==> config.mk <==
export PLATFORM = sky130hd
export DESIGN_NAME = keypad_scan
export DESIGN_NICKNAME = d
export VERILOG_FILES = /design/src/rtl/keypad_pkg.sv /design/src/rtl/sync_2ff.sv /design/src/rtl/keypad_scan.sv
export SDC_FILE = /design/constraint.sdc
export NUM_CORES = 1
export LEC_CHECK = 0
export ABC_AREA = 1
export BUFFER_PORTS_ARGS = -buffer_cell sky130_fd_sc_hd__buf_4
export CAP_MARGIN = 15
export CELL_PAD_IN_SITES_DETAIL_PLACEMENT = 1
export CELL_PAD_IN_SITES_GLOBAL_PLACEMENT = 2
export CORE_UTILIZATION = 38
export CTS_CLUSTER_SIZE = 40
export DETAILED_ROUTE_END_ITERATION = 12
export PLACE_DENSITY_LB_ADDON = 0.1
export SLEW_MARGIN = 25
export SYNTH_ARGS = -nofsm -noshare
export SYNTH_HDL_FRONTEND = slang
export SYNTH_HIERARCHICAL = 1
export SYNTH_SLANG_ARGS = --single-unit
==> constraint.sdc <==
create_clock -name clk -period 23.4 [get_ports clk]
set_input_delay 1.17 -clock clk [delete_from_list [all_inputs] [get_ports clk]]
set_output_delay 1.17 -clock clk [all_outputs]
set_load 0.02 [all_outputs]
==> src/rtl/keypad_pkg.sv <==
// Shared types and helpers for the 4x4 keypad scanner: FSM states, scan-result
// encoding, row drive patterns and the snapshot decoder.
package keypad_pkg;

   typedef enum logic [1:0] {ST_IDLE, ST_CAND, ST_HELD, ST_REL} state_e;

   typedef enum logic [1:0] {SCAN_NONE, SCAN_SINGLE, SCAN_MULTI} scan_res_e;

   typedef struct packed {
      scan_res_e  res;
      logic [3:0] code;
   } scan_t;

   localparam logic [3:0] ROW_IDLE = 4'b1111;

   // Active-low row drive: exactly one row low.
   function automatic logic [3:0] row_pattern(input logic [1:0] idx);
      return ROW_IDLE & ~(4'b0001 << idx);
   endfunction

   // Snapshot bit {row,col} is low when pressed, so its index is the key code.
   function automatic scan_t decode_scan(input logic [15:0] snap);
      scan_t       r;
      int unsigned n;
      n      = 0;
      r.code = 4'h0;
      for (int i = 0; i < 16; i++) begin
         if (!snap[i]) begin
            n++;
            r.code = 4'(i);
         end
      end
      r.res = (n == 0) ? SCAN_NONE : ((n == 1) ? SCAN_SINGLE : SCAN_MULTI);
      return r;
   endfunction

endpackage

==> src/rtl/sync_2ff.sv <==
// Two-flop synchroniser for asynchronous board inputs, with a settable reset value.
module sync_2ff #(
   parameter int unsigned       WIDTH   = 4,
   parameter logic [WIDTH-1:0]  RST_VAL = '1
) (
   input  logic             clk,
   input  logic             rst,
   input  logic [WIDTH-1:0] d_i,
   output logic [WIDTH-1:0] q_o
);

   logic [WIDTH-1:0] meta_q;
   logic [WIDTH-1:0] sync_q;

   always_ff @(posedge clk or posedge rst) begin
      if (rst) begin
         meta_q <= RST_VAL;
         sync_q <= RST_VAL;
      end else begin
         meta_q <= d_i;
         sync_q <= meta_q;
      end
   end

   assign q_o = sync_q;

endmodule

==> src/rtl/keypad_scan.sv <==
// 4x4 hex keypad scanner: row-at-a-time scan, per-scan debounce FSM, and a
// 16-bit shift register collecting accepted digits.
module keypad_scan
   import keypad_pkg::*;
#(
   parameter int unsigned SCAN_DIV       = 100000,
   parameter int unsigned DEBOUNCE_SCANS = 4
) (
   input  logic        clk,
   input  logic        rst,
   output logic [3:0]  row,
   input  logic [3:0]  col,
   input  logic        clear,
   output logic [15:0] value,
   output logic [3:0]  key_code,
   output logic        key_valid
);

   localparam int unsigned DIV_W = (SCAN_DIV > 1) ? $clog2(SCAN_DIV) : 1;
   localparam int unsigned CNT_W = $clog2(DEBOUNCE_SCANS + 1);
   localparam logic [DIV_W-1:0] DIV_LAST = DIV_W'(SCAN_DIV - 1);
   localparam logic [CNT_W-1:0] CNT_DONE = CNT_W'(DEBOUNCE_SCANS);
   localparam logic [CNT_W-1:0] CNT_ONE  = CNT_W'(1);

   logic [3:0]       col_s;
   logic [DIV_W-1:0] div_q, div_d;
   logic [1:0]       row_idx_q, row_idx_d;
   logic [3:0]       row_q, row_d;
   logic [15:0]      snap_q, snap_d;
   logic             done_q, done_d;
   state_e           state_q, state_d;
   logic [3:0]       cand_q, cand_d;
   logic [CNT_W-1:0] cnt_q, cnt_d, cnt_inc;
   logic [15:0]      value_q, value_d;
   logic [3:0]       key_code_q, key_code_d;
   logic             key_valid_q, key_valid_d;
   logic             capture;
   logic             accept;
   scan_t            scan;

   sync_2ff #(.WIDTH(4), .RST_VAL(ROW_IDLE)) u_col_sync (
      .clk (clk),
      .rst (rst),
      .d_i (col),
      .q_o (col_s)
   );

   // Row scan: capture the synced columns of the driven row, then advance.
   always_comb begin
      capture   = (div_q == DIV_LAST);
      div_d     = capture ? '0 : div_q + DIV_W'(1);
      row_idx_d = capture ? row_idx_q + 2'd1 : row_idx_q;
      row_d     = row_pattern(row_idx_d);
      snap_d    = snap_q;
      if (capture) begin
         snap_d[{row_idx_q, 2'b00} +: 4] = col_s;
      end
      done_d    = capture && (row_idx_q == 2'd3);
   end

   assign scan    = decode_scan(snap_q);
   assign cnt_inc = cnt_q + CNT_ONE;

   // Debounce FSM, stepped one cycle after each completed scan.
   always_comb begin
      state_d = state_q;
      cand_d  = cand_q;
      cnt_d   = cnt_q;
      accept  = 1'b0;
      if (done_q) begin
         unique case (state_q)
            ST_IDLE: begin
               if (scan.res == SCAN_SINGLE) begin
                  cand_d = scan.code;
                  cnt_d  = CNT_ONE;
                  if (CNT_DONE == CNT_ONE) begin
                     accept  = 1'b1;
                     state_d = ST_HELD;
                  end else begin
                     state_d = ST_CAND;
                  end
               end
            end
            ST_CAND: begin
               if (scan.res == SCAN_SINGLE && scan.code == cand_q) begin
                  cnt_d = cnt_inc;
                  if (cnt_inc >= CNT_DONE) begin
                     accept  = 1'b1;
                     state_d = ST_HELD;
                  end
               end else if (scan.res == SCAN_SINGLE) begin
                  cand_d = scan.code;
                  cnt_d  = CNT_ONE;
               end else begin
                  state_d = ST_IDLE;
               end
            end
            ST_HELD: begin
               if (scan.res == SCAN_NONE) begin
                  cnt_d   = CNT_ONE;
                  state_d = (CNT_DONE == CNT_ONE) ? ST_IDLE : ST_REL;
               end
            end
            ST_REL: begin
               if (scan.res == SCAN_NONE) begin
                  cnt_d = cnt_inc;
                  if (cnt_inc >= CNT_DONE) begin
                     state_d = ST_IDLE;
                  end
               end else begin
                  state_d = ST_HELD;
               end
            end
            default: state_d = ST_IDLE;
         endcase
      end
   end

   // Clear overrides the shift but not the pulse or code.
   always_comb begin
      key_valid_d = accept;
      key_code_d  = accept ? cand_d : key_code_q;
      if (clear) begin
         value_d = '0;
      end else if (accept) begin
         value_d = {value_q[11:0], cand_d};
      end else begin
         value_d = value_q;
      end
   end

   always_ff @(posedge clk or posedge rst) begin
      if (rst) begin
         div_q       <= '0;
         row_idx_q   <= 2'd0;
         row_q       <= row_pattern(2'd0);
         snap_q      <= {4{ROW_IDLE}};
         done_q      <= 1'b0;
         state_q     <= ST_IDLE;
         cand_q      <= 4'h0;
         cnt_q       <= '0;
         value_q     <= 16'h0000;
         key_code_q  <= 4'h0;
         key_valid_q <= 1'b0;
      end else begin
         div_q       <= div_d;
         row_idx_q   <= row_idx_d;
         row_q       <= row_d;
         snap_q      <= snap_d;
         done_q      <= done_d;
         state_q     <= state_d;
         cand_q      <= cand_d;
         cnt_q       <= cnt_d;
         value_q     <= value_d;
         key_code_q  <= key_code_d;
         key_valid_q <= key_valid_d;
      end
   end

   assign row       = row_q;
   assign value     = value_q;
   assign key_code  = key_code_q;
   assign key_valid = key_valid_q;

endmodule

# After elaboration in Yosys (flattened, before gate mapping)
# Cells that the tools add are included.
# word_totals
inputBits,7
wordCells,118
register_bits,78
output_inout_bits,25
# classes
bitwise_logic,1
n_addsub,19
n_reduce_logical,8
n_eq_ne,14
muxes,59
n_lt_le_gt_ge,1
shift,3
# op_table
cell,count
$add 32x1->32 const B,15
$mux 32,15
$mux 4,17
$eq 32x1->1 const B,1
$logic_not 32->1,1
$mux 16,2
$mux 2,10
$add 17x1->17 const B,1
$eq 17x17->1 const B,1
$mux 17,1
$bwmux 16,1
$shift 4x6->16 const A,1
$shiftx 4x6->16,1
$mux 3,4
$pmux 3 s4,1
$ne 3x3->1 const B,3
$pmux 2 s4,1
$pmux 4 s2,1
$eq 2x2->1 const B,3
$mux 1,6
$ne 2x2->1 const B,3
$neg 4->6,1
$reduce_and 6->1,1
$eq 2x1->1 const B,2
10 further kinds,12

# Longest topological paths before layout
# depth
word_depth,41
ltp_mapped,63
ltp_nobuf,63

# Cells and area by module
# The synthesis kept the hierarchy.
# modules_own_cells
module,n_inst,cells_each,seq_area_each_um2,area_each_um2
keypad_scan,1,828,1775.5,5514.0
sync_2ff,1,9,210.2,214.0

# Least setup slack after synthesis
# OpenSTA, ideal clock, no wires.
# synth_path
path_kind,reg2reg
start,reg snap_q[1]
end,reg value_q[0] (netlist: value[0])
required_ns,23.283
t_arrival_ns,8.203
stages_incl_launch_ff,62
n_path_buf,1
setup_ns,0.117
synth_period_minus_slack_ns,8.320
slack_ns,15.080
cell_sequence,dfstp_2 -> inv_1 -> ha_1 -> inv_1 -> nand2_2 -> nand2_1 -> ha_1 -> nand2_1 -> nand2_1 -> ha_1 -> or2_2 -> nand2_1 -> inv_1 -> ha_1 -> nand2_1 -> nand2_1 -> ha_1 -> nand2_1 -> [... 26 more ...] -> ha_1 -> nand2_1 -> nor2_1 -> nand2_1 -> inv_1 -> nand3_1 -> inv_1 -> nand2_1 -> nand2_1 -> nand2_2 -> nand4_4 -> nor2_4 -> nand3_4 -> nand2_4 -> inv_2 -> buf_6 -> nand2_1 -> nand2_1
# synth_via
elab_chain_len,39
elab_cells_between_ends,61
classes_between,add/sub (14); eq/ne (3); mux (41); reduce/logical (3)
# synth_rtl
item,line,source
start: declaration,keypad_scan.sv:29,"logic [15:0] snap_q, snap_d;"
start signal: assignment,keypad_scan.sv:137,snap_q <= {4{ROW_IDLE}};
start signal: assignment,keypad_scan.sv:149,snap_q <= snap_d;
$mux 32,keypad_pkg.sv:28,if (!snap[i]) begin
$add 32x1->32,keypad_pkg.sv:29,n++;
$mux 32,keypad_pkg.sv:28,
$add 32x1->32,keypad_pkg.sv:29,
$mux 32,keypad_pkg.sv:28,
$add 32x1->32,keypad_pkg.sv:29,
$mux 32,keypad_pkg.sv:28,
$add 32x1->32,keypad_pkg.sv:29,
[... 22 more ...],n/a,
$mux 2 (2 in series),keypad_pkg.sv:33,r.res = (n == 0) ? SCAN_NONE : ((n == 1) ? SCAN_SINGLE : SCAN_MULTI);
$eq 2x1->1,"keypad_scan.sv:73, keypad_scan.sv:85, keypad_scan.sv:91",
$mux 4 or $logic_and 1x1->1 (tied branches),"keypad_scan.sv:73, keypad_scan.sv:91, keypad_scan.sv:85",
$mux 4,keypad_scan.sv:85,if (scan.res == SCAN_SINGLE && scan.code == cand_q) begin
$pmux 4 s2,keypad_scan.sv:71,unique case (state_q)
$mux 4,keypad_scan.sv:70,if (done_q) begin
$mux 16,keypad_scan.sv:125,end else if (accept) begin
$mux 16,keypad_scan.sv:123,if (clear) begin
end signal: assignment,keypad_scan.sv:154,value_q <= value_d;
end: declaration,keypad_scan.sv:34,"logic [15:0] value_q, value_d;"
# Several ways; a longest one is shown, not always the timed one. The select of a mux whose other input is x is not followed.
# A chain may end at the register's enable or synchronous reset.

# Worst setup path after layout
# layout_path
start,reg snap_q[1]
end,reg value_q[13] (netlist: value[13])
# layout_via
elab_chain_len,38
elab_cells_between_ends,55
classes_between,add/sub (14); eq/ne (3); mux (35); reduce/logical (3)
# layout_rtl
item,line
$mux 32,keypad_pkg.sv:28
$add 32x1->32,keypad_pkg.sv:29
$mux 32,keypad_pkg.sv:28
$add 32x1->32,keypad_pkg.sv:29
$mux 32,keypad_pkg.sv:28
$add 32x1->32,keypad_pkg.sv:29
$mux 32,keypad_pkg.sv:28
$add 32x1->32,keypad_pkg.sv:29
[... 21 more ...],n/a
$eq 32x1->1,keypad_pkg.sv:33
$mux 2 (2 in series),keypad_pkg.sv:33
$eq 2x1->1,keypad_scan.sv:85
$logic_and 1x1->1 (*),keypad_scan.sv:85
$mux 1 (*),keypad_scan.sv:85
$mux 1 (*),keypad_scan.sv:71
$mux 1 (*),keypad_scan.sv:70
$reduce_bool 2->1 (no line) (*),n/a
# Every way passes the cells marked *; elsewhere a longest branch is shown, timed or not.

==> results.md <==
- Asr flop ratio synth: 100%
- CP arrival: roughly 9.3 ns
- Chip width: about 120 microns
- Die area: 15,600 sq um
- Synth Warn #: 6
- Worst vdd ir: 0.0373 mV
- Overflow after GRT: 0
- Kind of critical path: flip-flop to flip-flop
- Core ar.: 14,600 sq um
- CP peak stage delay: between 0.5 and 0.6 ns
- # port buffers: 31
- Placement Cell Area: 6130 sq um
- Seq/Total Area, Yosys: approximately a third
- Tcrit/Tclk final: 38.8%
- Max-cap violations: 0
- Sw Ratio: 20.1%
- Pre-CTS setup slack: 14.24 ns
- Least-Margin Pin Slew: 0.641 ns
- Worst hold path class: flip-flop to flip-flop
- Max-slew violations: 0
- CTS Buf Count: 9
- Maximum root-to-sink buffer count: 2
- Fin. Hold Viols: 0
- Number of synthesized register bits: 78
- F_max: ~0.11 GHz
- Post-CTS resize count: 0
- Net Count, Synth: 866
- Largest net degree at the start of global routing: 42
- CTS tree: built
- RSZ-0062 raised after global routing: no
- Vias in the first global route: roughly 5,600
- CTS HTree Levels: 3
- Post-synth EDFFs: 0
- Starting Density: 39.1%
- Num ports: 32
- Sink Count: between 70 and 80
- Final setup vio count: 0
- Clock Pin Slew Worst Setup and Hold Paths: 0.06 ns
- Synth Area per Inst: 6.84 sq um
- CP dominant cell by count: nand2_1
- PwrDens: 45.3 nW/um^2
- P_int: 0.234 mW
- Psw: roughly 0.059 mW
- CP bufs+invs: 8
- Setup crit end kind: flip-flop
- Via density: slightly below 5
- Sequential share of power: 46.8%
- Antenna diodes: 0
- Combinational power share: ~1.7%
- Cell variety after synth: 43
- Post-route ant nets: 0
- Avg WL per Cell: 13.2 microns
- Crit path required time: 23.61 ns
- Fin Setup TNS: 0 ns
- Hpwl dp: about 11,000 microns
- Slew margin rel.: 57.2%
- Iteration-0 DRC Markers: ~170
- Nets@finish: about 900
- Clock power share: 51.6%
- Clk Tree Root Cell: clkbuf_16
- Critical Path Fanout Max: 16
- Hold buffer count at CTS: 0
- R2R Setup Slk: 14.32 ns
- GP Congestion: 0.775
- Crit path time final: about 9.1 ns
- Max Clock Skew: 0.00524 ns
- Global-route wire length before repair: approximately 26,000 microns
- Drt first pass iters: 4
- Post-Syn Area: 5730 sq um
- Leak pwr: 3.36 nW
- Total track usage: 19.5%
- Crit path max-delay family: adder cells
- Post-CTS setup buffer count: 0
- Row count: between 40 and 50
- Cells after Synth: 837
- Number of fill cells in the layout: 1,930
- Area delta synth->final: 12.8%
- Post-Route WL: 13,900 microns
- Final WS setup: 14.32 ns
- Initial antenna violation count: 0
- DRC viols: 0
- Slowest stage cell, crit path: dfstp_2
- Share of layout cells above drive strength 1: 17.8%
- Fin area: about 6500 sq um
- Top FF cell, synth: dfrtp_1
- Worst setup SP type: flip-flop
- Die H: ~120 microns
- Run status: complete, no violations
- Vias: 5,218
- Clock Latency Late Sink: 0.34 ns
## routing by layer
layer	vias up	part of all wire, %	global-route usage, %
met5	-	0	0
met4	0	1.4	5.95
met3	12	2.0	1.93
met2	48	48	34.4
met1	2457	49	25.1
li1	2701	-	-
## through the flow
stage	utilization, %	cells	total power, mW	hold WS, ns
4_1_cts	44.1	1058	0.297	0.358
3_5_place_dp	41.9	1042	0.144	0.349
3_3_place_gp	41.9	1042	0.144	0.348
6_report	44.1	1058	0.293	0.352
2_1_floorplan	-	837	0.142	0.345
5_1_grt	44.1	1058	0.303	0.363
## power groups by stage
stage	sequential [mW]	clock [mW]	combinational [mW]
finish	0.137	0.151	0.00488
global route	0.137	0.160	0.00557
CTS	0.137	0.155	0.00516
detailed placement	0.139	0	0.00519
global placement	0.139	0	0.00494
floorplan	0.139	0	0.00321
## path summary, 6_finish.rpt
path                                                startpoint                           to  depth (start not counted)
max in group asynchronous                                  rst             row[1]$_DFF_PP1_                          3
worst min register to register  u_col_sync/meta_q[1]$_DFF_PP1_  u_col_sync/q_o[1]$_DFF_PP1_                          0
min in group asynchronous                                  rst           div_q[3]$_DFF_PP0_                          2
worst max register to register           snap_q[1]$_DFFE_PP1P_        value[13]$_DFFE_PP0P_                         60
worst max-delay path                     snap_q[1]$_DFFE_PP1P_        value[13]$_DFFE_PP0P_                         60
worst min-delay path            u_col_sync/meta_q[1]$_DFF_PP1_  u_col_sync/q_o[1]$_DFF_PP1_                          0
## state kept, by name (all words and copies together), names as in the netlist
register / flops
state_q: 2
row: 4
u_col_sync/q_o: 4
cand_q: 4
done_q: 1
row_idx_q: 2
cnt_q: 3
value: 16
snap_q: 16
u_col_sync/meta_q: 4
key_code: 4
div_q: 17
key_valid: 1
## cells in the mapped netlist (9+ instances only)
library cell / count / area [sq um]
nand2_1: 271 / 1020
inv_1: 130 / 488
nand3_1: 66 / 330
nor2_1: 64 / 240
dfrtp_1: 51 / 1280
o21ai_0: 41 / 205
nand2_2: 37 / 231
dfstp_2: 27 / 709
ha_1: 22 / 275
nand3_2: 20 / 200
a21oi_1: 16 / 80.1
nand3b_1: 10 / 75.1
nand4_1: 9 / 56.3
## cells by family after synthesis
group	Yosys count	synth area share, %
AOI/OAI and AO/OA	80	8.04
xor gates and xnor gates	8	1.22
adders and majority gates	22	4.81
buffers and inverters	146	9.96
DFF	78	34.7
and+or+nand+nor	503	41.3
## final cells by class
| class | count | area, sq um | share of cell area, % |
|---|---|---|---|
| Multi-Input combinational cell | 613 | 3170 | 49.1 |
| Sequential cell | 78 | 1990 | 30.7 |
| Inverter | 135 | 507 | 7.85 |
| Clock buffer | 11 | 243 | 3.76 |
| Timing Repair Buffer | 32 | 240 | 3.72 |
| Tap cell | 184 | 230 | 3.56 |
| Clock inverter | 5 | 81.3 | 1.26 |
## worst register-to-register path: cells and delay by family (launching register included)
family	cells	cell delay, ns
buffers and inverters	8	0.53
DFF	1	0.55
adders and majority gates	14	3.89
AOI/OAI and AO/OA	3	0.48
and+or+nand+nor	35	3.45
## cell usage in the layout, fill, tap and decap left out, drive strengths merged, types with 3 or more instances in the layout
| cell type | instances |
|---|---|
| nand2 | 309 |
| inv | 135 |
| nand3 | 88 |
| nor2 | 68 |
| dfrtp | 51 |
| o21ai | 46 |
| buf | 32 |
| dfstp | 27 |
| ha | 22 |
| a21oi | 16 |
| nand3b | 11 |
| clkbuf | 11 |
| nand4 | 10 |
| or2 | 8 |
| nor3 | 6 |
| xor2 | 5 |
| xnor2 | 3 |
| o211ai | 3 |
| o41ai | 3 |
| o31ai | 3 |
No activity file was read; power rests on OpenSTA's default activity.
